<file path="src/rtl/bcd_pkg.sv">
// Shared constants and the FSM state type for the serial BCD subtractor.
package bcd_pkg;

    localparam int          BCD_W    = 4;
    localparam logic [3:0]  BCD_MAX  = 4'd9;
    localparam logic [4:0]  BCD_BASE = 5'd10;

    typedef enum logic [1:0] {
        IDLE = 2'd0,
        SUB  = 2'd1,
        NEG  = 2'd2,
        DONE = 2'd3
    } state_t;

endpackage

</file>
<file path="src/rtl/bcd_digit_sub.sv">
// Single BCD digit subtract-with-borrow slice: d = x - y - bin, wrapped into 0..9.
module bcd_digit_sub
    import bcd_pkg::*;
(
    input  logic [BCD_W-1:0] x,
    input  logic [BCD_W-1:0] y,
    input  logic             bin,
    output logic [BCD_W-1:0] d,
    output logic             bout
);

    logic signed [4:0] t;
    logic        [4:0] t_adj;

    // Signed 5-bit difference; a negative result is folded back by adding ten.
    always_comb begin
        t     = $signed({1'b0, x}) - $signed({1'b0, y}) - $signed({4'b0000, bin});
        t_adj = 5'(t);
        bout  = 1'b0;
        if (t < 0) begin
            t_adj = 5'(t) + BCD_BASE;
            bout  = 1'b1;
        end
        d = t_adj[BCD_W-1:0];
    end

endmodule

</file>
<file path="src/rtl/bcd_subtractor.sv">
// Serial multi-digit BCD subtractor producing |a - b| plus a sign flag.
// One digit per clock, LSD first; a negative intermediate is ten's-complement
// negated in a second pass through the same digit slice.
module bcd_subtractor
    import bcd_pkg::*;
#(
    parameter int DIGITS = 4
) (
    input  logic                  clk,
    input  logic                  rst,
    input  logic                  start,
    input  logic [4*DIGITS-1:0]   a,
    input  logic [4*DIGITS-1:0]   b,
    output logic                  busy,
    output logic                  done,
    output logic [4*DIGITS-1:0]   diff,
    output logic                  neg,
    output logic                  err
);

    localparam int W  = BCD_W * DIGITS;
    localparam int IW = (DIGITS > 1) ? $clog2(DIGITS) : 1;

    state_t          state_reg, state_next;
    logic [W-1:0]    a_reg, b_reg, r_reg;
    logic [IW-1:0]   idx_reg;
    logic            borrow_reg;
    logic            bad_reg;

    logic [DIGITS-1:0] digit_bad;
    logic [BCD_W-1:0]  slice_x, slice_y, slice_d;
    logic              slice_bout;
    logic              last_digit;
    logic [W-1:0]      r_shift;

    // Per-digit range check on the incoming operands, evaluated when latching.
    for (genvar gi = 0; gi < DIGITS; gi++) begin : g_check
        assign digit_bad[gi] = (a[gi*BCD_W +: BCD_W] > BCD_MAX) ||
                               (b[gi*BCD_W +: BCD_W] > BCD_MAX);
    end

    // The negate pass computes 0 - r_i - borrow; the subtract pass a_i - b_i - borrow.
    assign slice_x    = (state_reg == NEG) ? '0 : a_reg[BCD_W-1:0];
    assign slice_y    = (state_reg == NEG) ? r_reg[BCD_W-1:0] : b_reg[BCD_W-1:0];
    assign last_digit = (idx_reg == IW'(DIGITS - 1));
    // New digit enters at the top so that after DIGITS shifts digit 0 sits at the bottom.
    assign r_shift    = (r_reg >> BCD_W) | (W'(slice_d) << (W - BCD_W));

    bcd_digit_sub u_slice (
        .x    (slice_x),
        .y    (slice_y),
        .bin  (borrow_reg),
        .d    (slice_d),
        .bout (slice_bout)
    );

    // State register.
    always_ff @(posedge clk or posedge rst) begin
        if (rst) state_reg <= IDLE;
        else     state_reg <= state_next;
    end

    // Next-state and handshake outputs.
    always_comb begin
        state_next = state_reg;
        busy       = 1'b0;
        done       = 1'b0;
        case (state_reg)
            IDLE: if (start) state_next = SUB;
            SUB: begin
                busy = 1'b1;
                if (bad_reg)         state_next = DONE;
                else if (last_digit) state_next = slice_bout ? NEG : DONE;
            end
            NEG: begin
                busy = 1'b1;
                if (last_digit) state_next = DONE;
            end
            DONE: begin
                done       = 1'b1;
                state_next = IDLE;
            end
            default: state_next = IDLE;
        endcase
    end

    // Operand/result shift registers, digit counter, borrow and output registers.
    always_ff @(posedge clk or posedge rst) begin
        if (rst) begin
            a_reg      <= '0;
            b_reg      <= '0;
            r_reg      <= '0;
            idx_reg    <= '0;
            borrow_reg <= 1'b0;
            bad_reg    <= 1'b0;
            diff       <= '0;
            neg        <= 1'b0;
            err        <= 1'b0;
        end else begin
            case (state_reg)
                IDLE: if (start) begin
                    a_reg      <= a;
                    b_reg      <= b;
                    r_reg      <= '0;
                    idx_reg    <= '0;
                    borrow_reg <= 1'b0;
                    bad_reg    <= |digit_bad;
                end
                SUB: begin
                    if (bad_reg) begin
                        diff <= '0;
                        neg  <= 1'b0;
                        err  <= 1'b1;
                    end else begin
                        a_reg      <= a_reg >> BCD_W;
                        b_reg      <= b_reg >> BCD_W;
                        r_reg      <= r_shift;
                        borrow_reg <= slice_bout;
                        if (last_digit) begin
                            idx_reg <= '0;
                            if (slice_bout) begin
                                // Wrapped result: restart the borrow for the negate pass.
                                borrow_reg <= 1'b0;
                            end else begin
                                diff <= r_shift;
                                neg  <= 1'b0;
                                err  <= 1'b0;
                            end
                        end else begin
                            idx_reg <= idx_reg + 1'b1;
                        end
                    end
                end
                NEG: begin
                    r_reg      <= r_shift;
                    borrow_reg <= slice_bout;
                    if (last_digit) begin
                        idx_reg <= '0;
                        diff    <= r_shift;
                        neg     <= 1'b1;
                        err     <= 1'b0;
                    end else begin
                        idx_reg <= idx_reg + 1'b1;
                    end
                end
                default: ;
            endcase
        end
    end

endmodule

</file>
<file path="config.mk">
export PLATFORM = sky130hd
export DESIGN_NAME = bcd_subtractor
export DESIGN_NICKNAME = d
export VERILOG_FILES = /design/src/rtl/bcd_pkg.sv /design/src/rtl/bcd_digit_sub.sv /design/src/rtl/bcd_subtractor.sv
export SDC_FILE = /design/constraint.sdc
export NUM_CORES = 1
export LEC_CHECK = 0
export BUFFER_PORTS_ARGS = -buffer_cell sky130_fd_sc_hd__buf_2
export CORE_UTILIZATION = 35
export CTS_CLUSTER_DIAMETER = 30
export DETAILED_ROUTE_END_ITERATION = 6
export GPL_TIMING_DRIVEN = 0
export SYNTH_ARGS = -nofsm -noshare
export SYNTH_HDL_FRONTEND = slang
export SYNTH_HIERARCHICAL = 1
export SYNTH_SLANG_ARGS = --single-unit
</file>
<file path="constraint.sdc">
create_clock -name clk -period 11.39 [get_ports clk]
set_input_delay 0.5695 -clock clk [delete_from_list [all_inputs] [get_ports clk]]
set_output_delay 0.5695 -clock clk [all_outputs]
set_load 0.02 [all_outputs]
</file>
==> results of run 1 <==
## power by group through the flow
stage,sequential [uW],clock (uW),combinational (uW)
after floorplan,404,0,569
after global placement,405,0,737
after detailed placement,409,0,755
after CTS,404,208,756
final,403,203,739
after global routing,415,222,839
## placed cells by master (no fill, tap or decap), drive strengths merged, types with 3 or more instances in the layout
master / count
nand2: 79
inv: 15
buf: 67
ha: 13
clkinv: 3
mux2: 7
xnor2: 3
nor2b: 4
mux2i: 24
o21ai: 51
nand3b: 10
clkbuf: 17
a22o: 16
dfrtp: 72
a21oi: 6
## logic make-up after synthesis
logic type	count (synthesis)	share of synthesized area, %
flip-flops	72	50.96
AO/OA/AOI/OAI	85	15.64
buffers and inverters	34	4.636
AND/OR/NAND/NOR	101	12.67
adder cells (fa/ha/maj)	15	5.733
multiplexers	31	9.129
XOR/XNOR	5	1.239
## worst reg2reg max path, cell delays in order (launching register included)
cell and delay [ns]:
dfrtp_1 0.41, inv_1 0.15, ha_1 0.27, clkbuf_1 0.39, mux2_2 0.24, inv_1 0.05
fa_1 0.47, fa_1 0.41, nand2b_1 0.18, a211o_1 0.31, and2_4 0.18, inv_1 0.14
a21oi_1 0.11, o221ai_2 0.45, mux2_2 0.40
## metrics by stage
step,cells,power (uW)
6_report,546,1346
5_1_grt,546,1476
4_1_cts,546,1368
3_5_place_dp,530,1164
3_3_place_gp,530,1142
2_1_floorplan,343,972.8
## worst max-delay path by stage
stage | startpoint | endpoint | slack, ns | depth (start not counted)
4_1_cts | state_reg[0] | neg | 7.06 | 14
3_5_place_dp | state_reg[0] | neg | 7.08 | 14
2_1_floorplan | state_reg[0] | neg | 7.60 | 14
5_1_grt | state_reg[0] | diff[9] | 6.81 | 15
3_3_place_gp | state_reg[0] | neg | 7.16 | 14
6_report | state_reg[0] | neg | 7.14 | 14
## cell type report
type / instances / area [um2] / area share [%]
Clock buffer: 11 / 141.4 / 3.388
Buffer: 19 / 107.6 / 2.579
Timing Repair Buffer: 54 / 270.3 / 6.477
Multi-Input combinational cell: 237 / 1570 / 37.63
Inverter: 15 / 58.81 / 1.409
Sequential cell: 72 / 1802 / 43.18
Tap cell: 133 / 166.4 / 3.988
Clock inverter: 5 / 56.30 / 1.349
## per-layer routing
metal	routed length (um)	vias up	track usage, %
met5	0	-	0
met4	71	0	3.626
met3	328	7	4.610
met2	3606	58	27.59
met1	3466	1258	19.43
li1	-	1308	-
==> flow_metrics.py, run 1 <==
metrics = {
    "run_status": {
        "outcome": "completed",
    },
    "synthesis": {
        "synth_common_cells": "nand2_1, dfrtp_1, o21ai_0, mux2i_1, a22o_1",
        "synth_cell_types": 40,
        "synthTopCellsByArea": "dfrtp_1, nand2_1, o21ai_0",
        "yosysTopAreaCellShare_pct": 50.96,
        "syn_inst": 343,
        "syn_nets": 393,
        "synth_top_cell_by_area": "dfrtp_1",
        "seq_area_frac_synth_pct": 50.96,
        "async_reset_ff_share_pct": 100.0,
        "syn_area_um2": 3536,
        "ys_seq_elements": 72,
        "syn_avg_cell_area_um2": 10.31,
        "synth_most_common_cell": "nand2_1",
        "synth_ff_type": "dfrtp_1",
        "synth-edff-count": 0,
        "yosys_warnings": 6,
    },
    "cts": {
        "post_cts_buffers": 0,
        "clock_sink_count": 72,
        "clockRootBuffer": "clkbuf_8",
        "cts_resized": 0,
        "cts_hold_buf": 0,
        "clkTransAtPathRegs_ns": 0.08,
        "cts_buffers": 9,
        "insertion_delay_ns": 0.34,
        "cts.htree.levels": 3,
        "cts_tree": "yes",
        "cts_buffer_depth": 2,
    },
    "floorplan": {
        "start_util_pct": 36.18,
        "ios": 55,
        "dieArea_um2": 10510,
        "die_h_um": 102.5,
        "core_um2": 9774,
        "placementRows": 36,
        "die_w_um": 102.5,
    },
    "cells_and_area": {
        "antenna_cells": 0,
        "fin_area_um2": 4173,
        "area_growth_pct": 18.01,
        "drive_above_1_share_pct": 23.24,
        "nets": 458,
        "finish.utilization_pct": 42.69,
        "fillers": 998,
    },
    "critical_path": {
        "rr_endpoint": "neg",
        "r2r-start": "state_reg[0]",
        "end_kind": "flip-flop",
        "required_ns": 11.62,
        "worstRegToRegCells": 14,
        "path_cells": "inv_1 -> ha_1 -> clkbuf_1 -> mux2_2 -> inv_1 -> fa_1 -> fa_1 -> nand2b_1 -> a211o_1 -> and2_4 -> inv_1 -> a21oi_1 -> o221ai_2 -> mux2_2",
        "path_class": "reg -> reg",
        "reg2reg_slack_ns": 7.14,
        "critical_path.most_common_cell": "inv_1",
        "path_buf_inv": 4,
        "arrival_ns": 4.48,
        "path_delay_family": "adder cells",
        "cp_slowest_cell": "fa_1",
        "worst-path-max-fanout": 10,
        "start_kind": "flip-flop",
        "slowest_delay_ns": 0.47,
    },
    "pwr": {
        "p_leak_uw": 0.002035,
        "p_seq_share_pct": 29.9,
        "switching_power_uw": 587.5,
        "vdd_drop_max_mv": 0.1431,
        "comb_power_share_pct": 55.0,
        "internal_power_uw": 758.1,
        "sw_frac_of_total_pct": 43.66,
        "power-per-cell-area_nw_per_um2": 322.5,
        "clkPwrFrac_pct": 15.1,
    },
    "job": {
        "max_cap_violations": 0,
    },
    "place": {
        "dpl_cell_area_um2": 3975,
        "dp_hpwl_um": 5500,
        "routabilityCongestion": 0.7894,
        "place.port_buffers": 54,
        "pre_cts_slack_ns": 7.081,
    },
    "sta": {
        "rsz0062_at_grt": "false",
        "fmax_ghz": 0.2351,
        "slew_headroom_pct": 41.22,
        "whs_ns": 0.4254,
        "maxSlewViolCount": 0,
        "fin_crit_sh_pct": 37.35,
        "hold_viol": 0,
        "worst_slew_pin_slew_ns": 0.8816,
        "period_minus_slack_ns": 4.254,
        "setup_viol": 0,
        "setup_tns_ns": 0,
        "skew_ns": 0.01208,
        "fin_ws_ns": 7.136,
    },
    "grt": {
        "grt_pass1_wl_um": 12750,
        "grt_use_total_pct": 15.87,
        "grt_pass1_vias": 2597,
        "grt_max_degree": 73,
        "antenna_found_initial": 0,
        "overflow": 0,
    },
    "min_path": {
        "hold_path_class": "in -> async",
    },
    "routing": {
        "routedWlPerCell_um": 13.69,
        "num_vias": 2631,
        "vias_per_cell": 4.819,
        "antenna_left": 0,
        "drt_iter0_drc": 80,
        "drc": 0,
        "dr.pass1.iters": 4,
        "drt_wl_total_um": 7473,
    },
}
(Power assumes the default switching activity.)
==> inputs of run 2 (changes only) <==
--- a/config.mk
+++ b/config.mk
@@ -5,6 +5,7 @@
 export SDC_FILE = /design/constraint.sdc
 export NUM_CORES = 1
 export LEC_CHECK = 0
+export ABC_AREA = 1
 export BUFFER_PORTS_ARGS = -buffer_cell sky130_fd_sc_hd__buf_2
 export CORE_UTILIZATION = 35
 export CTS_CLUSTER_DIAMETER = 30
==> constraint.sdc (replaced) <==
create_clock -name clk -period 3.79 [get_ports clk]
set_input_delay 0.1895 -clock clk [delete_from_list [all_inputs] [get_ports clk]]
set_output_delay 0.1895 -clock clk [all_outputs]
set_load 0.02 [all_outputs]
==> run 2 against run 1 <==
Compared with the run above: combinational power grew to 3.6 times the previous value; global-route usage is 0.32 points higher; clock skew is 0.0015 ns lower; area after synthesis is 4.9% higher; largest cell class unchanged; sequential cell count stayed put; count of clock-buffer cells in the layout is 2 lower; final cell count is 16% higher; maximum frequency is 30% higher; first-iteration DRC count is 130% higher.
==> flow_metrics.py, run 2 <==
metrics = {
    "run_status": {
        "outcome": "completed",
    },
    "synthesis": {
        "syn_inst": 428,
        "ys_seq_elements": 72,
        "async_reset_ff_share_pct": 100.0,
        "synth_ff_type": "dfrtp_1",
        "synth-xor-area-share_pct": 0.2362,
        "synth_top_family_by_area": "simple AND/OR/NAND/NOR gates",
        "synth_cell_types": 25,
        "syn_area_um2": 3709,
        "yosys_warnings": 6,
        "synth_common_cells": "nand2_1, dfrtp_1, o21ai_0, nand3_1, inv_1",
        "synth_compound_area_share_pct": 7.355,
        "synth_adder_area_share_pct": 5.466,
        "synth_most_common_cell": "nand2_1",
        "synthTopCellsByArea": "dfrtp_1, nand2_1, mux2i_1",
        "synthSimpleGateAreaFrac_pct": 24.83,
        "syn_avg_cell_area_um2": 8.665,
        "synth-edff-count": 0,
        "syn_nets": 478,
        "synth_top_cell_by_area": "dfrtp_1",
        "seq_area_frac_synth_pct": 48.58,
        "synth.mux.area_fraction_pct": 6.478,
        "yosysTopAreaCellShare_pct": 48.58,
    },
    "critical_path": {
        "reg2reg_slack_ns": 0.51,
        "arrival_ns": 3.58,
        "worstRegToRegCells": 18,
        "path_class": "reg -> reg",
        "start_kind": "flip-flop",
        "required_ns": 4.08,
        "worst-path-max-fanout": 10,
        "rr_endpoint": "diff[7]",
        "end_kind": "flip-flop",
        "r2r-start": "state_reg[0]",
    },
    "floorplan": {
        "ios": 55,
        "core_um2": 10280,
        "dieArea_um2": 11010,
        "die_h_um": 104.9,
        "placementRows": 37,
        "start_util_pct": 36.08,
        "die_w_um": 104.9,
    },
    "min_path": {
        "hold_path_class": "in -> reg",
        "hold_end": "a_reg[13]",
        "hold_start": "a[13]",
        "hold_depth": 3,
    },
    "pwr": {
        "power-per-cell-area_nw_per_um2": 1049,
        "p_leak_uw": 0.002356,
        "sw_frac_of_total_pct": 48.20,
        "power.total_uw": 4631,
        "comb_power_share_pct": 57.0,
        "switching_power_uw": 2232,
        "internal_power_uw": 2399,
        "vdd_drop_max_mv": 0.5437,
        "p_seq_share_pct": 27.9,
        "clkPwrFrac_pct": 15.1,
    },
    "place": {
        "routabilityCongestion": 0.7939,
        "place.port_buffers": 54,
        "dp.cells": 619,
        "pre_cts_slack_ns": 0.4827,
        "dp_hpwl_um": 5841,
    },
    "sta": {
        "rsz0062_at_grt": "false",
        "period_minus_slack_ns": 3.281,
        "fmax_ghz": 0.3048,
        "worst_slew_pin_slew_ns": 0.4936,
        "slew_headroom_pct": 67.09,
        "fin_ws_ns": 0.5093,
        "skew_ns": 0.01053,
        "maxSlewViolCount": 0,
        "fin_crit_sh_pct": 86.56,
        "hold_viol": 0,
        "setup_viol": 0,
        "setup_tns_ns": 0,
    },
    "cells_and_area": {
        "seq_area_um2": 1802,
        "area_growth_pct": 19.10,
        "drive_above_1_share_pct": 21.40,
        "antenna_cells": 0,
        "final_cells": 636,
        "final_common_cell": "nand2_1",
        "nets": 545,
        "layout_common_cells": "nand2_1, dfrtp_1, buf_2",
        "fillers": 1083,
        "multiInputGateArea_um2": 1645,
    },
    "cts": {
        "clock_sink_count": 72,
        "cts_buffer_depth": 2,
        "cts.htree.levels": 3,
        "insertion_delay_ns": 0.36,
        "cts_tree": "yes",
        "clockRootBuffer": "clkbuf_8",
        "post_cts_buffers": 0,
        "cts_buffers": 9,
        "clkTransAtPathRegs_ns": 0.09,
    },
    "routing": {
        "vias_per_cell": 4.712,
        "dr.pass1.iters": 4,
        "routedWlPerCell_um": 12.82,
        "num_vias": 2997,
        "drc": 0,
        "antenna_left": 0,
        "drt_iter0_drc": 185,
        "drt_wl_total_um": 8156,
    },
    "job": {
        "max_cap_violations": 0,
    },
    "grt": {
        "overflow": 0,
        "grt_max_degree": 73,
        "grt_use_total_pct": 16.19,
        "antenna_found_initial": 0,
        "grt_pass1_wl_um": 14030,
        "grt_pass1_vias": 2985,
    },
}
[run 2: cell count changes in the layout (fill, tap and decap cells not counted), moves of 5 or more]
cell,previous run,this run
nand2_1,79,147
nand2_4,0,5
nand3b_1,10,0
a21oi_1,5,0
a22o_1,16,0
inv_1,12,29
clkbuf_1,7,2
nor2_1,1,9
nand3_1,1,40
mux2_2,6,0
[run 2: logic make-up (layout without fill, tap and decap cells)]
kind of cell / count (synthesis) / after routing
buf+inv: 53 / 125
mux: 24 / 24
flops: 72 / 72
fa+ha+maj: 15 / 15
compound gates: 53 / 53
xor+xnor: 1 / 1
simple gates: 210 / 210
[run 2: layer usage]
layer | wire (um) | global-route usage (%) | vias up
met5 | 0 | 0 | -
met1 | 4074 | 21.92 | 1420
met4 | 136 | 6.237 | 0
met2 | 3701 | 25.54 | 49
li1 | - | - | 1514
met3 | 243 | 3.182 | 14
[run 2: power groups by stage]
stage | clock, uW | sequential (uW) | combinational, uW
2_1_floorplan | 0 | 1350 | 1930
3_3_place_gp | 0 | 1290 | 2580
3_5_place_dp | 0 | 1310 | 2640
4_1_cts | 715 | 1290 | 2660
5_1_grt | 751 | 1330 | 2970
6_report | 699 | 1290 | 2640
[run 2: worst max path at each step]
stage               cells after the start  slack (ns)  endpoint    startpoint
floorplan                              19        0.88  diff[12]  state_reg[0]
global placement                       18        0.61   diff[7]  state_reg[0]
detailed placement                     18        0.48   diff[7]  state_reg[0]
CTS                                    18        0.47   diff[7]  state_reg[0]
global route                           18        0.23   diff[7]  state_reg[0]
finish                                 18        0.51   diff[7]  state_reg[0]
[run 2: area by class of cell]
class	count	area share, %
Multi-Input combinational cell	303	37.25
Tap cell	136	3.853
Sequential cell	72	40.79
Clock inverter	7	2.351
Inverter	34	3.059
Clock buffer	9	2.805
Buffer	19	2.918
Timing Repair Buffer	56	6.969
[run 2: critical path, stage by stage, from the launching register on]
cell and delay [ns]:
dfrtp_1 0.43, inv_1 0.16, ha_1 0.19, buf_6 0.15, inv_4 0.06, o21ai_0 0.16
inv_1 0.08, fa_1 0.48, fa_1 0.41, inv_1 0.08, nand2_2 0.07, nand2_4 0.08
nand3_2 0.11, nand2_4 0.14, nand3_2 0.11, nand3_4 0.13, buf_2 0.23, nand2_1 0.08
nand2_1 0.07
[run 2: metrics by stage]
stage	instance area [um2]	utilization, %	hold WS [ns]
after floorplan	3709	-	0.3458
after global placement	4149	40.37	0.4579
after detailed placement	4179	40.66	0.2998
after CTS	4417	42.98	0.08204
after global routing	4417	42.98	0.09177
final	4417	42.98	0.09370
[run 2: what timing repair did]
action                                  in CTS  in global routing
endpoints found under the setup margin       0                  0
endpoints found under the hold margin       72                  0
hold buffers                                 1                  0
gates resized for setup                      0                  0
==> inputs of run 3 (changes only) <==
--- a/config.mk
+++ b/config.mk
@@ -13,5 +13,4 @@
 export GPL_TIMING_DRIVEN = 0
 export SYNTH_ARGS = -nofsm -noshare
 export SYNTH_HDL_FRONTEND = slang
-export SYNTH_HIERARCHICAL = 1
 export SYNTH_SLANG_ARGS = --single-unit
==> run 3 against run 2 <==
Compared with the run above: cell area shrank 5.0%; clock power shrank 2%; die area shrank 5.6%; worst setup slack gained 0.20 ns; global-route usage grew 0.82 points; non-clock buffer count shrank 1; sequential cell count is the same; first-iteration DRC count shrank 33%; worst hold slack lost 0.0040 ns; maximum frequency grew 6.6%; clock skew grew 0.0031 ns; largest power group unchanged; highest routed layer unchanged.
==> flow_metrics.py, run 3 <==
metrics = {
    "run_status": {
        "outcome": "completed",
    },
    "pwr": {
        "p_seq_share_pct": 28.2,
        "internal_power_uw": 2342,
        "sw_frac_of_total_pct": 46.38,
        "switching_power_uw": 2026,
        "clkPwrFrac_pct": 15.7,
        "comb_power_share_pct": 56.1,
        "power-per-cell-area_nw_per_um2": 1040,
        "vdd_drop_max_mv": 0.3353,
        "p_leak_uw": 0.002080,
    },
    "floorplan": {
        "start_util_pct": 35.96,
        "ios": 55,
        "die_w_um": 102.0,
        "core_um2": 9729,
        "dieArea_um2": 10400,
        "placementRows": 36,
        "die_h_um": 102.0,
    },
    "cts": {
        "cts_resized": 0,
        "cts_buffers": 9,
        "cts_tree": "yes",
        "clockRootBuffer": "clkbuf_8",
        "clkTransAtPathRegs_ns": 0.08,
        "cts.htree.levels": 3,
        "insertion_delay_ns": 0.34,
        "clock_sink_count": 72,
        "cts_buffer_depth": 2,
    },
    "synthesis": {
        "async_reset_ff_share_pct": 100.0,
        "synth_most_common_cell": "nand2_1",
        "syn_avg_cell_area_um2": 8.746,
        "synth-edff-count": 0,
        "synth_ff_type": "dfrtp_1",
        "syn_nets": 448,
        "syn_area_um2": 3498,
        "syn_inst": 400,
        "synthTopCellsByArea": "dfrtp_1, nand2_1, o21ai_0",
        "yosysTopAreaCellShare_pct": 51.50,
        "synth_cell_types": 29,
        "synth_common_cells": "nand2_1, dfrtp_1, inv_1, o21ai_0, o211ai_1",
        "seq_area_frac_synth_pct": 51.50,
        "yosys_warnings": 0,
        "synth_top_cell_by_area": "dfrtp_1",
        "ys_seq_elements": 72,
    },
    "critical_path": {
        "path_cells": "inv_1 -> ha_1 -> clkbuf_1 -> o21ai_0 -> fa_1 -> inv_1 -> fa_1 -> inv_1 -> nand2_1 -> nand2_1 -> nand2_1 -> nand2_1 -> nand4_1 -> nand2_1 -> buf_2 -> nand2_1 -> o21ai_1",
        "path_delay_family": "adder cells",
        "end_kind": "flip-flop",
        "path_buf_inv": 5,
        "worst-path-max-fanout": 10,
        "critical_path.most_common_cell": "nand2_1",
        "arrival_ns": 3.35,
        "path_class": "reg -> reg",
        "worstRegToRegCells": 17,
        "required_ns": 4.06,
        "cp_slowest_cell": "dfrtp_1",
        "start_kind": "flip-flop",
        "worst-path-stages": 17,
        "slowest_delay_ns": 0.41,
    },
    "sta": {
        "maxSlewViolCount": 0,
        "worst_slew_pin_slew_ns": 0.4639,
        "setup_viol": 0,
        "rsz0062_at_grt": "false",
        "period_minus_slack_ns": 3.078,
        "hold_viol": 0,
        "setup_tns_ns": 0,
        "fin_crit_sh_pct": 81.21,
        "slew_headroom_pct": 69.07,
        "fin_ws_ns": 0.7120,
        "skew_ns": 0.01359,
        "whs_ns": 0.08975,
        "fmax_ghz": 0.3249,
    },
    "min_path": {
        "hold_path_class": "in -> reg",
        "hold_depth": 3,
    },
    "routing": {
        "vias_per_cell": 4.838,
        "num_vias": 2927,
        "drt_wl_total_um": 7868,
        "drc": 0,
        "routedWlPerCell_um": 13.00,
        "antenna_left": 0,
        "dr.pass1.iters": 4,
        "drt_iter0_drc": 124,
    },
    "place": {
        "pre_cts_slack_ns": 0.6649,
        "dp_hpwl_um": 5706,
        "routabilityCongestion": 0.7856,
        "dp.cells": 588,
        "place.port_buffers": 54,
        "dpl_cell_area_um2": 3965,
    },
    "grt": {
        "met2_usage_pct": 28.39,
        "busiest_layer": "met2",
        "grt_max_degree": 73,
        "overflow": 0,
        "grt_pass1_vias": 2870,
        "grt_pass1_wl_um": 13490,
        "gr-usage-met3_pct": 3.830,
        "met1_usage_pct": 21.99,
        "grt_use_total_pct": 17.01,
        "antenna_found_initial": 0,
    },
    "cells_and_area": {
        "area_growth_pct": 19.99,
        "drive_above_1_share_pct": 19.70,
        "layout_common_cells": "nand2_1, dfrtp_1, inv_1",
        "fillers": 1022,
        "final_common_cell": "nand2_1",
        "seq_area_um2": 1802,
        "antenna_cells": 0,
        "final_cells": 605,
        "nets": 515,
        "multiInputGateArea_um2": 1345,
        "fin_area_um2": 4198,
    },
    "job": {
        "max_cap_violations": 0,
    },
}
run 3: cell count changes after synthesis, moves of 3 or more:
cell	before	now
buf_6	5	1
nor2_1	9	6
nand2_1	147	88
mux2i_1	24	0
o22ai_1	0	12
nand2_4	5	1
o21a_1	0	7
nand3_1	40	15
inv_1	30	64
o21ai_1	4	18
o211ai_1	0	21
run 3: worst min-delay path: stages:
cell and delay, ns:
buf_2 0.08, nand3_1 0.06, o21ai_0 0.06
run 3: kinds of logic (layout without fill, tap and decap cells):
| logic type | after synthesis | count (layout) | synth area share (%) |
|---|---|---|---|
| flip-flops | 72 | 72 | 51.50 |
| buffers and inverters | 85 | 157 | 10.05 |
| AO/OA/AOI/OAI | 115 | 115 | 19.64 |
| adder cells (fa/ha/maj) | 13 | 13 | 5.079 |
| AND/OR/NAND/NOR | 115 | 115 | 13.73 |
run 3: cell type report:
cell class / instances / share of cell area, %
plain buffers: 18 / 2.384
clock buffers: 12 / 3.458
clock inverters: 4 / 1.848
inverters: 67 / 6.051
multi-input cells: 243 / 32.04
flip-flops and latches: 72 / 42.92
well taps: 133 / 3.964
repair buffers: 56 / 7.332
run 3: final timing paths:
path                            slack [ns]         to         start
worst max-delay path                  0.71        err  state_reg[0]
worst min-delay path                  0.09  a_reg[14]         a[14]
worst max register to register        0.71        err  state_reg[0]
worst min register to register        0.48    diff[7]       diff[7]
max in group asynchronous             3.02   a_reg[3]           rst
min in group asynchronous             0.45   r_reg[7]           rst
run 3: layer usage:
layer | wire (um) | up-vias
li1 | - | 1445
met1 | 3692 | 1384
met2 | 3694 | 88
met3 | 383 | 10
met4 | 97 | 0
met5 | 0 | -
run 3: what timing repair did:
| item | CTS | global route |
|---|---|---|
| hold endpoints to repair | 72 | 0 |
| buffers inserted | 0 | 0 |
| hold buffers | 1 | 0 |
run 3: stage by stage:
step           util (%)  power, uW
3_5_place_dp      40.75       3713
4_1_cts           43.15       4418
6_report          43.15       4367
3_3_place_gp      40.45       3631
5_1_grt           43.15       4848
2_1_floorplan         -       3081
run 3: power by group through the flow:
| stage | Clock [uW] | Combinational (uW) | Sequential, uW |
|---|---|---|---|
| after floorplan | 0 | 1780 | 1300 |
| final | 685 | 2450 | 1230 |
| after global placement | 0 | 2400 | 1230 |
| after global routing | 733 | 2840 | 1270 |
| after detailed placement | 0 | 2470 | 1250 |
| after CTS | 704 | 2480 | 1230 |
